==> config.mk <==
export PLATFORM = sky130hd
export DESIGN_NAME = start_stop_ctrl
export DESIGN_NICKNAME = d
export VERILOG_FILES = /design/src/rtl/start_stop_ctrl.sv
export SDC_FILE = /design/constraint.sdc
export NUM_CORES = 1
export LEC_CHECK = 0
export ABC_AREA = 1
export BUFFER_PORTS_ARGS = -buffer_cell sky130_fd_sc_hd__buf_2
export CAP_MARGIN = 20
export CORE_UTILIZATION = 60
export DETAILED_ROUTE_END_ITERATION = 8
export GPL_TIMING_DRIVEN = 0
export PLACE_DENSITY = 0.77
export SYNTH_ARGS = -nofsm -noshare
export SYNTH_HDL_FRONTEND = slang
export SYNTH_SLANG_ARGS = --single-unit
==> constraint.sdc <==
create_clock -name clk -period 2.1 [get_ports clk]
set_clock_uncertainty 0.05 [all_clocks]
set_input_delay 0.105 -clock clk [delete_from_list [all_inputs] [get_ports clk]]
set_output_delay 0.105 -clock clk [all_outputs]
set_load 0.1 [all_outputs]
==> src/rtl/start_stop_ctrl.sv <==
// Stopwatch start/stop/clear controller: per-button sync + debounce + press edge, then a 3-state FSM.
// Optional lap/display-freeze feature enabled by defining STOPWATCH_LAP_EN.
module start_stop_ctrl #(
    parameter int unsigned DB_CNT = 500000
) (
    input  logic       clk,
    input  logic       rst,
    input  logic       btn_start,
    input  logic       btn_clear,
    input  logic       btn_lap,
    output logic       start_stop,
    output logic       clear_pulse,
    output logic       lap_hold,
    output logic [1:0] state_o
);

    localparam int unsigned CW = $clog2(DB_CNT);

`ifdef STOPWATCH_LAP_EN
    localparam int unsigned NB = 3;
    logic [NB-1:0] raw;
    assign raw = {btn_lap, btn_clear, btn_start};
`else
    localparam int unsigned NB = 2;
    logic [NB-1:0] raw;
    logic          unused_lap;
    assign raw        = {btn_clear, btn_start};
    assign unused_lap = btn_lap;
`endif

    logic [NB-1:0] press;

    for (genvar i = 0; i < NB; i++) begin : g_btn
        logic          sync1;
        logic          sync2;
        logic          db;
        logic          db_prev;
        logic          press_q;
        logic [CW-1:0] cnt;

        // Debounce: level must disagree for DB_CNT consecutive cycles to be accepted.
        always_ff @(posedge clk) begin
            if (rst) begin
                sync1   <= 1'b0;
                sync2   <= 1'b0;
                db      <= 1'b0;
                db_prev <= 1'b0;
                press_q <= 1'b0;
                cnt     <= '0;
            end else begin
                sync1   <= raw[i];
                sync2   <= sync1;
                db_prev <= db;
                press_q <= db & ~db_prev;
                if (sync2 == db) begin
                    cnt <= '0;
                end else if (cnt == CW'(DB_CNT - 1)) begin
                    db  <= sync2;
                    cnt <= '0;
                end else begin
                    cnt <= cnt + CW'(1);
                end
            end
        end

        assign press[i] = press_q;
    end

    logic press_start;
    logic press_clear;
    logic press_lap;

    assign press_start = press[0];
    assign press_clear = press[1];
`ifdef STOPWATCH_LAP_EN
    assign press_lap   = press[2];
`else
    assign press_lap   = 1'b0;
`endif

    typedef enum logic [1:0] {
        IDLE  = 2'b00,
        RUN   = 2'b01,
        PAUSE = 2'b10
    } state_t;

    state_t state_q;
    state_t state_d;
    logic   clear_d;
    logic   lap_d;

    always_ff @(posedge clk) begin
        if (rst) begin
            state_q     <= IDLE;
            start_stop  <= 1'b0;
            clear_pulse <= 1'b0;
            lap_hold    <= 1'b0;
        end else begin
            state_q     <= state_d;
            start_stop  <= (state_d == RUN);
            clear_pulse <= clear_d;
            lap_hold    <= lap_d;
        end
    end

    // Clear beats start in IDLE/PAUSE; in RUN clear is ignored so start wins.
    always_comb begin
        state_d = state_q;
        clear_d = 1'b0;
        lap_d   = lap_hold;
        case (state_q)
            IDLE: begin
                if (press_clear) begin
                    clear_d = 1'b1;
                end else if (press_start) begin
                    state_d = RUN;
                end
            end
            RUN: begin
                if (press_start) begin
                    state_d = PAUSE;
                end
                if (press_lap) begin
                    lap_d = ~lap_hold;
                end
            end
            PAUSE: begin
                if (press_clear) begin
                    state_d = IDLE;
                    clear_d = 1'b1;
                end else if (press_start) begin
                    state_d = RUN;
                end
                if (press_lap) begin
                    lap_d = 1'b0;
                end
            end
            default: state_d = IDLE;
        endcase
        if (state_d == IDLE) begin
            lap_d = 1'b0;
        end
    end

    assign state_o = state_q;

endmodule

==> impl_metrics.ini <==
[status]
status = complete, no violations

[floorplanning]
fp.dieH_um = 66.37
rows = 23
fp.dieW_um = 66.37
ioPinCount = 10
die-area_mm2 = 0.004405
start_util_pct = 62.15
core_region_area_mm2 = 0.004000

[worst_setup_path]
path_cells = ha_1 -> inv_1 -> nor2_4 -> nand2_1 -> o21bai_4 -> buf_6 -> nor2_1
crit_path_max_incr_delay_ps = 400
rr_endpoint = g_btn[1].cnt[14]$_SDFF_PP0_
cp-start-kind = flop
cp_data_required_time_ps = 2260
cpMaxStageDelayCell = dfxtp_1
crit_arrival_ps = 1900
crit_buf_inv = 2
cp_top_family = flip-flops
r2r_cells = 7
path_max_fanout = 10
path_class = reg -> reg
worstSetupStartpoint = g_btn[1].cnt[0]$_SDFF_PP0_
cp-end-kind = flop
r2r-start = g_btn[1].cnt[0]$_SDFF_PP0_
r2r_slack_ps = 360

[grt]
overflow = 0
grt_max_degree = 17
grt_pass1_wl_um = 7707
antenna_found_initial = 0
grt_pass1_vias = 1866
gr-usage-all-layers_pct = 23.09

[yosys]
yosysTopAreaCell = dfxtp_1
synth_top_cell_area_share_pct = 41.87
avgSynthCellArea_um2 = 6.756
netlist_area_mm2 = 0.002486
yosysWarnings = 0
synthesis.nets = 375
yosysUniqueCellTypes = 25
syn_inst = 368
synth_seq_cells = 52
synth_area_leaders = dfxtp_1, nand2_1, nor2_1, inv_1, xor2_1
synth.yosys.seq_area_share_pct = 41.87

[clock_tree]
cts_max_level = 2
clkTransAtPathRegs_ps = 100
cts_tree = built
numCtsBuffers = 5
cts_root_buf = clkbuf_8
clk_latency_ps = 300
cts_setup_buffers = 0
clock_path_buffers = 2
cts.sinks = 52

[place]
gp_congestion = 0.8786
placed_cell_area_mm2 = 0.002584
dp_slack_ps = 397.5
portBuffers = 7
dp.cells = 425
dp_hpwl_um = 3361

[sta]
fmax_mhz = 574.3
rsz0062_at_grt = false
hold_viol = 0
tns_ps = 0
setup_violations = 0
fin_ws_ps = 358.7
layout_min_cycle_time_ps = 1741
fin_crit_sh_pct = 82.92
drv_slew = 0
holdWs_ps = 66.51

[hold_path]
hold_depth = 4
min_path_type = in -> reg
hold_end = g_btn[0].db$_SDFFE_PP0P_
min-delay-start = rst

[pwr]
ir_drop_uv = 569.4
power.density_mw_per_mm2 = 641.0
leakage_nw = 1.015
p_total_mw = 1.747

[layout]
antennaDiodeCount = 0
drive_gt1_share_pct = 7.013
fin_nets = 391
fin_area_mm2 = 0.002725
fin_cells = 435
post-route-util_pct = 68.13
areaGrowthSynthToFinish_pct = 9.612

[routing]
wire_per_inst_um = 10.22
vias = 2147
drc = 0
firstDrtPassIters = 4
ant_nets = 0
drtIter0Drc = 71
wirelength_um = 4446
avgViaCountPerCell = 4.936

[flow_run]
drv_cap = 0
[placed cells by master (no fill, tap or decap)]
master / n
a211oi_1: 1
a21oi_1: 13
buf_2: 7
buf_4: 2
buf_6: 1
bufinv_16: 1
clkbuf_1: 1
clkbuf_8: 6
clkinv_4: 1
conb_1: 1
dfxtp_1: 52
dlygate4sd3_1: 2
ha_1: 2
inv_1: 48
nand2_1: 93
nand2_2: 1
nand3_1: 21
nand3_2: 1
nand3b_1: 1
nand4_1: 4
nor2_1: 89
nor2_2: 1
nor2_4: 3
nor3_1: 5
o21ai_0: 7
o21bai_4: 2
or2_0: 2
or2_2: 1
xnor2_1: 3
xor2_1: 13
[report_power, final]
group	internal [mW]	switching, mW	total [mW]
logic	0.0131	0.0238	0.0370
registers	0.990	0.00252	0.992
clock network	0.390	0.328	0.717
total	1.39	0.354	1.75
[metal layers]
layer | wire length [um] | GRT usage [%] | vias up | share of wire [%]
met4 | 63 | 7.979 | 0 | 1.4
met3 | 193 | 5.690 | 6 | 4.3
met2 | 1961 | 37.50 | 36 | 44
li1 | - | - | 1154 | -
met1 | 2228 | 29.57 | 951 | 50
met5 | 0 | 0 | - | 0
[how the worst max path moves through the flow]
stage / endpoint / cells after the start / slack [ps]
finish: g_btn[1].cnt[14]$_SDFF_PP0_ / 7 / 360
global route: g_btn[1].cnt[5]$_SDFF_PP0_ / 7 / 220
CTS: g_btn[1].cnt[9]$_SDFF_PP0_ / 7 / 380
detailed placement: g_btn[1].cnt[9]$_SDFF_PP0_ / 7 / 400
global placement: g_btn[1].cnt[9]$_SDFF_PP0_ / 7 / 400
floorplan: state_o[1]$_SDFF_PP0_ / 4 / 510
[state kept, by name, summed over array words and instances, names as in the netlist]
| signal | flops |
|---|---|
| g_btn.sync1 | 2 |
| g_btn.sync2 | 2 |
| g_btn.db | 2 |
| g_btn.press_q | 2 |
| clear_pulse | 1 |
| state_o | 2 |
| start_stop | 1 |
| g_btn.db_prev | 2 |
| g_btn.cnt | 38 |
[area by class of cell]
| class | count | area [um^2] |
|---|---|---|
| fill | 375 | 1275 |
| timing repair buffer | 9 | 55.05 |
| inverter | 48 | 180.2 |
| clock inverter | 2 | 38.79 |
| multi-input combinational | 264 | 1235 |
| sequential | 52 | 1041 |
| buffer | 4 | 30.03 |
| tap | 50 | 62.56 |
| clock buffer | 6 | 82.58 |
[worst min-delay path, delay by kind of cell]
| kind | cells | cell delay, ps |
|---|---|---|
| buffers and inverters | 2 | 180 |
| and+or+nand+nor | 2 | 100 |
[cells in the mapped netlist]
master / n
or2_2: 1
conb_1: 1
buf_6: 1
dfxtp_1: 52
buf_4: 2
nand2_2: 1
nand4_1: 4
nand3_2: 1
or2_0: 2
o21ai_0: 7
nor3_1: 5
nand3b_1: 1
ha_1: 2
clkbuf_1: 1
nand2_1: 93
xnor2_1: 3
xor2_1: 13
nor2_2: 1
nor2_1: 89
nand3_1: 21
nor2_4: 3
o21bai_4: 2
a21oi_1: 13
inv_1: 48
a211oi_1: 1
[timing repair]
item,in CTS,in global routing
hold buffers,2,0
endpoints found under the hold margin,2,0
resized for setup,0,0
[cell families after synthesis]
group           share of synthesized area [%]
xor+xnor                                5.637
simple gates                            37.04
buf+inv                                 8.454
flops                                   41.87
fa+ha+maj                               1.006
other cells                            0.1508
compound gates                          5.838
No activity file was read; power rests on OpenSTA's default activity.
